$ cat config.mk
export PLATFORM = sky130hd
export DESIGN_NAME = param_multi_module
export DESIGN_NICKNAME = d
export VERILOG_FILES = /design/src/rtl/param_multi_module.sv
export SDC_FILE = /design/constraint.sdc
export NUM_CORES = 1
export LEC_CHECK = 0
export ABC_AREA = 1
export BUFFER_PORTS_ARGS = -buffer_cell sky130_fd_sc_hd__buf_2
export CORE_UTILIZATION = 37
export CTS_CLUSTER_DIAMETER = 30
export DETAILED_ROUTE_END_ITERATION = 16
export HOLD_SLACK_MARGIN = 0.15
export SLEW_MARGIN = 10
export SYNTH_ARGS = -nofsm -noshare
export SYNTH_HDL_FRONTEND = slang
export SYNTH_SLANG_ARGS = --single-unit
$ cat constraint.sdc
create_clock -name clk -period 4.25 [get_ports clk]
set_input_delay 1.275 -clock clk [delete_from_list [all_inputs] [get_ports clk]]
set_output_delay 1.275 -clock clk [all_outputs]
set_load 0.01 [all_outputs]
$ cat src/rtl/param_multi_module.sv
`default_nettype none
// ============================================================================
// Module   : param_multi_module
// Function : WIDTH-generic sequential shift-add multiplier with full-width
//            product, unsigned/signed mode and valid/ready on both sides.
// Revision : 1.0 - initial release
// ============================================================================
module param_multi_module #(
    parameter int WIDTH = 8
) (
    input  logic                 clk,
    input  logic                 rst_n,
    input  logic                 in_valid,
    output logic                 in_ready,
    input  logic [WIDTH-1:0]     a,
    input  logic [WIDTH-1:0]     b,
    input  logic                 signed_mode,
    output logic                 out_valid,
    input  logic                 out_ready,
    output logic [2*WIDTH-1:0]   out,
    output logic                 out_ovf
);

    localparam int PW = 2 * WIDTH;
    localparam int CW = $clog2(WIDTH + 1);
    localparam logic [CW-1:0] C_CNT_LOAD = CW'(WIDTH);
    localparam logic [CW-1:0] C_CNT_ONE  = CW'(1);

    typedef enum logic [1:0] {
        S_IDLE = 2'd0,
        S_RUN  = 2'd1,
        S_DONE = 2'd2
    } state_t;

    state_t             r_state;
    logic [PW-1:0]      r_acc;
    logic [PW-1:0]      r_mcand;
    logic [WIDTH-1:0]   r_mplier;
    logic               r_sgn;
    logic [CW-1:0]      r_cnt;
    logic               r_in_ready;
    logic               r_out_valid;
    logic [PW-1:0]      r_out;
    logic               r_ovf;

    logic               w_last;
    logic               w_sub;
    logic [PW-1:0]      w_pp;
    logic [PW-1:0]      w_acc_nxt;
    logic [WIDTH:0]     w_top_s;
    logic               w_ovf_u;
    logic               w_ovf_s;
    logic               w_ovf;
    logic [PW-1:0]      w_mcand_ld;

    // Signed mode: the multiplier MSB carries weight -2^(WIDTH-1), so the
    // final partial product is subtracted rather than added. With a
    // sign-extended multiplicand this yields the exact product mod 2^(2W).
    always_comb begin
        w_last     = (r_cnt == C_CNT_ONE);
        w_sub      = r_sgn & w_last;
        w_pp       = r_mplier[0] ? r_mcand : '0;
        w_acc_nxt  = w_sub ? (r_acc - w_pp) : (r_acc + w_pp);
        w_ovf_u    = |w_acc_nxt[PW-1:WIDTH];
        w_top_s    = w_acc_nxt[PW-1:WIDTH-1];
        w_ovf_s    = (|w_top_s) & ~(&w_top_s);
        w_ovf      = r_sgn ? w_ovf_s : w_ovf_u;
        w_mcand_ld = signed_mode ? {{WIDTH{a[WIDTH-1]}}, a}
                                 : {{WIDTH{1'b0}}, a};
    end

    always_ff @(posedge clk or negedge rst_n) begin
        if (!rst_n) begin
            r_state     <= S_IDLE;
            r_acc       <= '0;
            r_mcand     <= '0;
            r_mplier    <= '0;
            r_sgn       <= 1'b0;
            r_cnt       <= '0;
            r_in_ready  <= 1'b1;
            r_out_valid <= 1'b0;
            r_out       <= '0;
            r_ovf       <= 1'b0;
        end else begin
            case (r_state)
                S_IDLE: begin
                    if (in_valid && r_in_ready) begin
                        r_mcand    <= w_mcand_ld;
                        r_mplier   <= b;
                        r_sgn      <= signed_mode;
                        r_acc      <= '0;
                        r_cnt      <= C_CNT_LOAD;
                        r_in_ready <= 1'b0;
                        r_state    <= S_RUN;
                    end
                end
                S_RUN: begin
                    r_acc    <= w_acc_nxt;
                    r_mcand  <= r_mcand << 1;
                    r_mplier <= r_mplier >> 1;
                    r_cnt    <= r_cnt - C_CNT_ONE;
                    if (w_last) begin
                        r_out       <= w_acc_nxt;
                        r_ovf       <= w_ovf;
                        r_out_valid <= 1'b1;
                        r_state     <= S_DONE;
                    end
                end
                S_DONE: begin
                    if (out_ready) begin
                        r_out_valid <= 1'b0;
                        r_in_ready  <= 1'b1;
                        r_state     <= S_IDLE;
                    end
                end
                default: begin
                    r_out_valid <= 1'b0;
                    r_in_ready  <= 1'b1;
                    r_state     <= S_IDLE;
                end
            endcase
        end
    end

    assign in_ready  = r_in_ready;
    assign out_valid = r_out_valid;
    assign out       = r_out;
    assign out_ovf   = r_ovf;

endmodule
`default_nettype wire

======== Word level (Yosys, flattened, before mapping) ========
Index checks and enable logic that the tools add are counted.
operators by class
  $add $sub $neg .......................... 3
  $mul .................................... 0
  divide/modulo/power cells ............... 0
  order comparisons ....................... 0
  equal/unequal tests ..................... 6
  shift operators ......................... 0
  muxes and demuxes ....................... 22
  bitwise gates (word level) .............. 5
  reductions and logical operators ........ 12
operator list
  operator             number
  $mux 16              5
  $pmux 16 s2          2
  $add 16x16->16       1
  $pmux 8 s2           1
  $sub 16x16->16       1
  $reduce_and 3->1     3
  $reduce_and 9->1     1
  $reduce_or 9->1      1
  $mux 8               1
  $pmux 4 s2           1
  $reduce_or 8->1      1
  $mux 2               3
  $ne 2x2->1 const B   3
  $pmux 1 s3           2
  $pmux 2 s3           1
  $reduce_and 2->1     3
  $mux 1               5
  $eq 4x1->1 const B   1
  $mux 4               1
  $sub 4x1->4 const B  1
  $not 1->1            3
  $and 1x1->1          2
  $eq 2x1->1 const B   1
  $eq 2x2->1 const B   1
  3 further kinds      3
storage, ports and cells
  register bits ........................... 66
  latch bits .............................. 0
  RAM bits ................................ 0
  memory bits (read-only) ................. 0
  output and inout bits ................... 19
  memories ................................ 0

======== Longest topological paths before layout ========
Gate-level depths: netlist of the first run.
  depth in word-level cells ............... 7
  gate-level depth with buffers ........... 25

======== Least setup slack after synthesis of the first run ========
Ideal clock, no wire load.
  path kind ............................... flip-flop to flip-flop
  from .................................... register r_mplier[0]
  to ...................................... register r_ovf (netlist: out_ovf)
  arrival time ............................ 2.750 ns
  path slack .............................. 1.379 ns
  stages on the path, launching flop included .. 25
  path buffers ............................ 1
  cell sequence ........................... dfrtp_1 -> buf_6 -> nand2_2 -> ha_1 -> nand2_2 -> nor2_4 -> nand4_2 -> a21oi_2 -> nand3b_1 -> nand2_1 -> xor2_1 -> inv_1 -> ha_1 -> nand2_1 -> inv_1 -> nand2_1 -> nand2_1 -> a21oi_1 -> nand3_1 -> nand2_2 -> nand2_1 -> nor2_1 -> nand2_1 -> nand2_2 -> nand3_2
between the ends
  word-level cells in the longest chain between the ends .. 7
  elaborated cells between the ends (all ways) .. 10
  those cells by class .................... add/sub (2); mux (3); bitwise (2); reduce/logical (3)
ends and longest elaborated chain
  element                                           line  text
  start: declaration                                38    logic [WIDTH-1:0] r_mplier;
  start signal: assignment                          100   r_mplier <= r_mplier >> 1;
  $mux 16 *                                         62    w_pp = r_mplier[0] ? r_mcand : '0;
  $add 16x16->16 or $sub 16x16->16 (tied branches)  63    w_acc_nxt = w_sub ? (r_acc - w_pp) : (r_acc + w_pp);
  $mux 16 *                                         63
  $reduce_and 9->1                                  66    w_ovf_s = (|w_top_s) & ~(&w_top_s);
  $not 1->1                                         66
  $and 1x1->1                                       66
  $mux 1 *                                          67    w_ovf = r_sgn ? w_ovf_s : w_ovf_u;
  end signal: assignment                            104   r_ovf <= w_ovf;
  end: declaration                                  44    logic r_ovf;
Mark *: on every way between the ends. The rest lies on a longest branch, timed or not.
A chain may end at the register's enable or synchronous reset.

======== Final worst setup path of the first run ========
Same ends and word-level chain as after synthesis.

==> results of run 1 <==
[cell families (layout without fill, tap and decap cells)]
group                    after synthesis  count (layout)
AND/OR/NAND/NOR                      312             312
buffers and inverters                 91             137
AO/OA/AOI/OAI                         69              69
flip-flops                            66              66
adder cells (fa/ha/maj)               19              19
XOR/XNOR                              19              19
[state kept, by name, summed over array words and instances, names as in the netlist]
signal	count
r_sgn	1
r_mplier	8
out_valid	1
r_cnt	4
out_ovf	1
r_mcand	16
in_ready	1
out	16
r_acc	16
r_state	2
[final timing paths]
| check | start | end | slack (ps) | cells after the start |
|---|---|---|---|---|
| setup / recovery | r_mplier[0] | out_ovf | 1050 | 21 |
| max in group asynchronous | rst_n | r_mcand[13] | 2630 | 2 |
| hold reg to reg | out[4] | out[4] | 480 | 2 |
| setup reg to reg | r_mplier[0] | out_ovf | 1050 | 21 |
| min in group asynchronous | rst_n | out[3] | 900 | 1 |
| hold / removal | out[4] | out[4] | 480 | 2 |
[metrics by stage]
stage / cells / utilization, % / setup WS (ps) / cell area, µm² / hold slack [ps]
after floorplan: 576 / - / 1380 / 4270 / 452
after global placement: 746 / 41.8 / 1100 / 4610 / 462
after detailed placement: 746 / 41.8 / 1050 / 4610 / 468
after CTS: 762 / 44.8 / 1030 / 4940 / 481
after global routing: 762 / 44.8 / 728 / 4940 / 499
final: 762 / 44.8 / 1050 / 4940 / 477
[synth_stat cells, types with 2 or more instances]
cell / number
xnor2_1: 11
dfrtp_1: 65
ha_1: 18
nor3_1: 2
o21ai_0: 39
and2_1: 3
inv_2: 3
nand3_1: 35
a21oi_1: 11
xor2_1: 8
or2_2: 2
a22oi_1: 5
clkbuf_1: 7
nand2_1: 200
inv_1: 73
o21ai_1: 2
buf_2: 6
nor2_1: 19
nor2_2: 6
nand3_2: 4
o22ai_1: 3
nand2_2: 17
nand3b_1: 3
nor2_4: 4
nand4_1: 4
o211ai_1: 4
nand2_4: 9
[cell type report]
type / count / share of cell area (%)
clock buffer: 10 / 4.84
clock inverter: 6 / 1.80
inverter: 76 / 5.78
multi-input combinational: 419 / 45.7
sequential: 66 / 33.5
tap: 140 / 3.55
timing repair buffer: 45 / 4.87
[worst register-to-register path: cells and delay by family, from the launching register on]
family,cells,cell delay [ps]
flops,1,430
xor+xnor,1,170
simple gates,13,1180
compound gates,4,640
fa+ha+maj,1,350
buf+inv,2,320
[layer usage]
metal	track usage [%]	vias to the layer above
met2	30.6	72
li1	-	1904
met1	22.9	1636
met4	8.10	0
met3	4.15	13
met5	0	-
==> flow_metrics.py, run 1 <==
metrics = {
    "yosys": {
        "syn_area_mm2": 0.00427,
        "ys_seq_area_share_pct": 38.7,
        "synth_nets": 616,
        "synthSimpleGateAreaFrac_pct": 34.2,
        "synth_cell_types": 40,
        "synth_top_area_share_pct": 38.1,
        "synthAdderAreaFrac_pct": 5.74,
        "synth_edf_count": 0,
        "yosysWarnings": 0,
        "synthMuxAreaShare_pct": 0,
        "synth_xor_area_share_pct": 3.90,
        "synthCells": 576,
        "synth-seq-cells": 66,
        "postSynthAreaPerCell_um2": 7.41,
        "synth_area_leaders": "dfrtp_1 (38%), nand2_1 (18%), inv_1 (6.4%)",
        "synth_top_family_by_area": "simple AND/OR/NAND/NOR gates",
        "synth-async-reset-ratio_pct": 100,
        "yosys.area.top_type": "dfrtp_1",
        "ys.flop_type": "dfrtp_1",
        "synth_compound_area_share_pct": 9.03,
    },
    "place": {
        "io_buffers": 39,
        "routabilityCongestion": 0.866,
        "dpl.hpwl_um": 7470,
    },
    "worst_setup_path": {
        "critical_path_arrival_ps": 3420,
        "slowest_delay_ps": 430,
        "cp.buffers_inverters": 2,
        "crit_path_end_kind": "flop",
        "crit_chain": "buf_4 > nand2_4 > nand2_2 > nor2_4 > nand4_2 > a21oi_2 > nand3b_1 > nand2_1 > nand2_1 > xnor2_1 > inv_1 > ha_1 > a21o_1 > a21oi_1 > nand2_1 > a21oi_1 > nand3_1 > nand2_2 > nor2_4 > nand2_2 > nand3_2",
        "start_kind": "flop",
        "cp.required_ps": 4480,
        "crit_slowest_cell": "dfrtp_1",
        "cp_max_fo": 17,
        "path_class": "flop to flop",
        "path_delay_family": "simple AND/OR/NAND/NOR gates",
    },
    "global_route": {
        "antenna_found_initial": 0,
        "track_usage_pct": 18.4,
        "grt_pass1_wl_um": 16800,
        "grt_pass1_vias": 3627,
        "overflow": 0,
        "grt_max_degree": 35,
    },
    "timing": {
        "max_freq_mhz": 313,
        "period_share_pct": 75.2,
        "final-setup-viol-count": 0,
        "setup_tns_ps": 0,
        "maxSlewHeadroom_pct": 33.6,
        "rsz0062_at_grt": "false",
        "slew_viol_final": 0,
        "hold_viol": 0,
        "worstMarginPinSlew_ps": 995,
        "fin_skew_ps": 7.54,
        "min_period_ps": 3200,
    },
    "clock_network": {
        "cts_resized": 0,
        "postCtsHoldBufs": 0,
        "cts_tree": "built",
        "clockBufferDepth": 2,
        "cts-root-buf": "clkbuf_16",
        "postCtsSetupBuffers": 0,
        "clock_sinks": 66,
        "clkTransAtPathRegs_ps": 60,
        "h-tree-depth": 3,
        "worstSkewPairLatency_ps": 340,
        "cts_buffers": 9,
    },
    "cells_and_area": {
        "antenna_cells": 0,
        "syn_to_final_growth_pct": 15.7,
        "multi_input_area_mm2": 0.00226,
        "drive_gt1_share_pct": 17.8,
        "layout_commonest_cell": "nand2_1",
        "seq_area_mm2": 0.00165,
        "fill_cells": 1122,
        "final_cell_mix": "nand2_1 (200), inv_1 (73), dfrtp_1 (65), o21ai_0 (39), buf_2 (39)",
        "fin_nets": 657,
    },
    "run": {
        "maxCapViolCount": 0,
    },
    "detailed_routing": {
        "finalWirelength_um": 9640,
        "vias_per_cell": 4.76,
        "wl_met1_um": 4610,
        "top_layer": "met4",
        "drcViolationCount": 0,
        "post_drt_wl_per_cell_um": 12.6,
        "drt_iter0_drc": 140,
        "drtAntennaViolNets": 0,
        "wl_met3_um": 375,
        "wl_met2_um": 4460,
        "vias": 3625,
        "dr.pass1.iters": 5,
    },
    "die": {
        "core_mm2": 0.0110,
        "die_h_um": 109,
        "io_pins": 40,
        "num_rows": 38,
        "dieWidth_um": 109,
        "start_util_pct": 38.7,
        "dieArea_mm2": 0.0120,
    },
    "hold_path": {
        "min_path_type": "flop to flop",
    },
    "status": {
        "status": "finished, final reports clean",
    },
}
Power of run 1 is left out: the tool's default activity adds up to more than one toggle a clock period on the data nets, which glitch-free logic cannot reach.
==> inputs of run 2 (changes only) <==
--- a/config.mk
+++ b/config.mk
@@ -5,7 +5,7 @@
 export SDC_FILE = /design/constraint.sdc
 export NUM_CORES = 1
 export LEC_CHECK = 0
-export ABC_AREA = 1
+export ABC_AREA = 0
 export BUFFER_PORTS_ARGS = -buffer_cell sky130_fd_sc_hd__buf_2
 export CORE_UTILIZATION = 37
 export CTS_CLUSTER_DIAMETER = 30
==> constraint.sdc (replaced) <==
create_clock -name clk -period 2.7 [get_ports clk]
set_input_delay 0.81 -clock clk [delete_from_list [all_inputs] [get_ports clk]]
set_output_delay 0.81 -clock clk [all_outputs]
set_load 0.01 [all_outputs]
==> run 2 against run 1 <==
  * Critical path type unchanged
  * Routed wire length increased by 17%
  * Via count increased by 6.0%
  * Clock skew increased by 3.3 ps
  * Core utilization increased by 12 points
  * Fmax decreased by 11%
  * Sequential cell count unchanged
  * Area after synthesis decreased by 9.0%
  * Register-to-register slack got worse by 1900 ps
  * Hold slack got worse by 13 ps
  * The run now ends with negative setup slack left
  * Global-route usage increased by 2.3 points
==> flow_metrics.py, run 2 <==
metrics = {
    "clock_network": {
        "cts-root-buf": "clkbuf_8",
        "clkTransAtPathRegs_ps": 80,
        "cts_tree": "built",
        "clock_sinks": 66,
        "h-tree-depth": 3,
        "postCtsHoldBufs": 0,
        "clockBufferDepth": 2,
        "worstSkewPairLatency_ps": 350,
        "cts_buffers": 9,
    },
    "place": {
        "io_buffers": 39,
        "dp_cells": 665,
        "routabilityCongestion": 0.858,
        "dp_slack_ps": -903,
        "dpl.hpwl_um": 7680,
    },
    "global_route": {
        "overflow": 0,
        "grt_pass1_vias": 3705,
        "grt_max_degree": 33,
        "track_usage_pct": 20.8,
        "antenna_found_initial": 0,
        "grt_pass1_wl_um": 17900,
    },
    "yosys": {
        "synth_cell_types": 56,
        "synth_top_area_share_pct": 41.9,
        "synth-async-reset-ratio_pct": 100,
        "yosysMostFrequentCell": "dfrtp_1",
        "synth-seq-cells": 66,
        "synthTopCellsByCount": "dfrtp_1 (65), nand2_1 (48), nor2_1 (29)",
        "postSynthAreaPerCell_um2": 9.39,
        "synthCells": 414,
        "syn_area_mm2": 0.00389,
        "ys_seq_area_share_pct": 42.5,
        "synth_area_leaders": "dfrtp_1 (42%), ha_1 (5.8%), nand2_1 (4.6%)",
        "ys.flop_type": "dfrtp_1",
        "synth_nets": 454,
        "yosys.area.top_type": "dfrtp_1",
        "synth_edf_count": 0,
        "yosysWarnings": 0,
    },
    "worst_setup_path": {
        "reg2reg_slack_ps": -880,
        "start_kind": "flop",
        "cp.required_ps": 2940,
        "crit_chain": "or4_4 > nor3b_4 > or2b_1 > nand2_2 > xnor2_2 > nand2_2 > ha_4 > and3_4 > nand2_2 > a21o_1 > a21o_1 > a211oi_4 > nand2_1 > nor4_2 > a211oi_1",
        "critical_path_arrival_ps": 3820,
        "crit_path_end_kind": "flop",
        "path_delay_family": "simple AND/OR/NAND/NOR gates",
        "reg2reg_to": "out_ovf",
        "slowest_delay_ps": 560,
        "cp.buffers_inverters": 0,
        "critPathLaunch": "r_mcand[3]",
        "crit_slowest_cell": "or4_4",
        "path_depth": 15,
        "crit_top_cell": "nand2_2",
        "reg2reg_from": "r_mcand[3]",
        "cp_max_fo": 4,
        "path_class": "flop to flop",
        "rr_worst_depth": 15,
    },
    "cells_and_area": {
        "layout_commonest_cell": "buf_4",
        "final_cell_mix": "buf_4 (124), dfrtp_1 (65), nand2_1 (41), buf_2 (39), nor2_1 (23)",
        "instances_no_fill": 716,
        "fin_nets": 615,
        "fill_cells": 899,
        "antenna_cells": 0,
        "syn_to_final_growth_pct": 50.7,
        "drive_gt1_share_pct": 47.8,
    },
    "pwr": {
        "swShare_pct": 42.6,
        "power.net_switching_uw": 3980,
        "comb_power_share_pct": 74.4,
        "ir_worst_vdd_mv": 0.602,
        "powerDensity_mw_per_mm2": 1590,
        "leakage_uw": 0.00285,
        "sequentialPowerShare_pct": 17.5,
        "clkPwrFrac_pct": 8.1,
        "p_int_uw": 5350,
    },
    "detailed_routing": {
        "drtAntennaViolNets": 0,
        "dr.pass1.iters": 7,
        "vias_per_cell": 5.37,
        "drt_iter0_drc": 159,
        "vias": 3844,
        "post_drt_wl_per_cell_um": 15.7,
        "finalWirelength_um": 11200,
        "drcViolationCount": 0,
    },
    "timing": {
        "final-setup-viol-count": 22,
        "fin_skew_ps": 10.9,
        "setup_ws_ps": -883,
        "min_period_ps": 3580,
        "hold_slack_ps": 464,
        "hold_viol": 0,
        "maxSlewHeadroom_pct": 54.4,
        "worstMarginPinSlew_ps": 683,
        "setup_tns_ps": -12670,
        "slew_viol_final": 0,
        "rsz0062_at_grt": "true",
        "period_share_pct": 133,
        "max_freq_mhz": 279,
    },
    "die": {
        "dieArea_mm2": 0.0109,
        "core_mm2": 0.0102,
        "io_pins": 40,
        "num_rows": 37,
        "start_util_pct": 38.0,
        "dieWidth_um": 104,
        "die_h_um": 104,
    },
    "status": {
        "status": "finished, violations left",
        "violations": "negative setup slack",
    },
    "hold_path": {
        "min_path_type": "input pin to asynchronous set/reset pin",
    },
    "run": {
        "maxCapViolCount": 0,
    },
}
-- run 2: power groups by stage --
| stage | Sequential, µW | Clock [µW] | Combinational [µW] |
|---|---|---|---|
| floorplan | 1690 | 0 | 2910 |
| global placement | 1620 | 0 | 5010 |
| detailed placement | 1630 | 0 | 5120 |
| CTS | 1630 | 777 | 5980 |
| global route | 1680 | 816 | 7500 |
| finish | 1640 | 753 | 6940 |
-- run 2: worst max-delay path by stage --
stage | end | slack, ps
2_1_floorplan | out_ovf | -810
3_3_place_gp | out_ovf | -850
3_5_place_dp | out_ovf | -900
4_1_cts | out_ovf | -820
5_1_grt | out_ovf | -1060
6_report | out_ovf | -880
-- run 2: cell families after synthesis --
| kind of cell | count (synthesis) | synth area share [%] |
|---|---|---|
| AND/OR/NAND/NOR | 134 | 17.7 |
| AO/OA/AOI/OAI | 121 | 22.0 |
| flip-flops | 66 | 42.5 |
| buffers and inverters | 46 | 4.44 |
| adder cells (fa/ha/maj) | 19 | 6.31 |
| XOR/XNOR | 17 | 3.83 |
| multiplexers | 11 | 3.16 |
-- run 2: through the flow --
stage	utilization (%)	instance area, µm²	total power [µW]
after floorplan	-	4010	4600
after global placement	49.0	5010	6630
after detailed placement	49.0	5010	6750
after CTS	53.7	5500	8380
after global routing	57.3	5860	10000
final	57.3	5860	9330
-- run 2: what timing repair did --
action	4_1_cts	5_1_grt
resized for setup	37	56
pin swaps	26	49
buffers inserted	19	17
cloned	0	0
setup endpoints to repair	24	27
-- run 2: per-layer routing --
layer / vias to the layer above / part of all wire [%] / track usage [%]
li1: 1856 / - / -
met1: 1883 / 44 / 26.7
met2: 86 / 50 / 34.7
met3: 19 / 3.7 / 3.95
met4: 0 / 1.8 / 7.45
met5: - / 0 / 0
-- run 2: layout make-up --
type | instances | area (µm²) | area share (%)
Multi-Input combinational cell | 302 | 2560 | 43.7
Sequential cell | 66 | 1650 | 28.2
Timing Repair Buffer | 169 | 1200 | 20.5
Tap cell | 136 | 170 | 2.90
Clock buffer | 10 | 128 | 2.18
Inverter | 27 | 101 | 1.73
Clock inverter | 6 | 43.8 | 0.748
(Power assumes the default switching activity.)
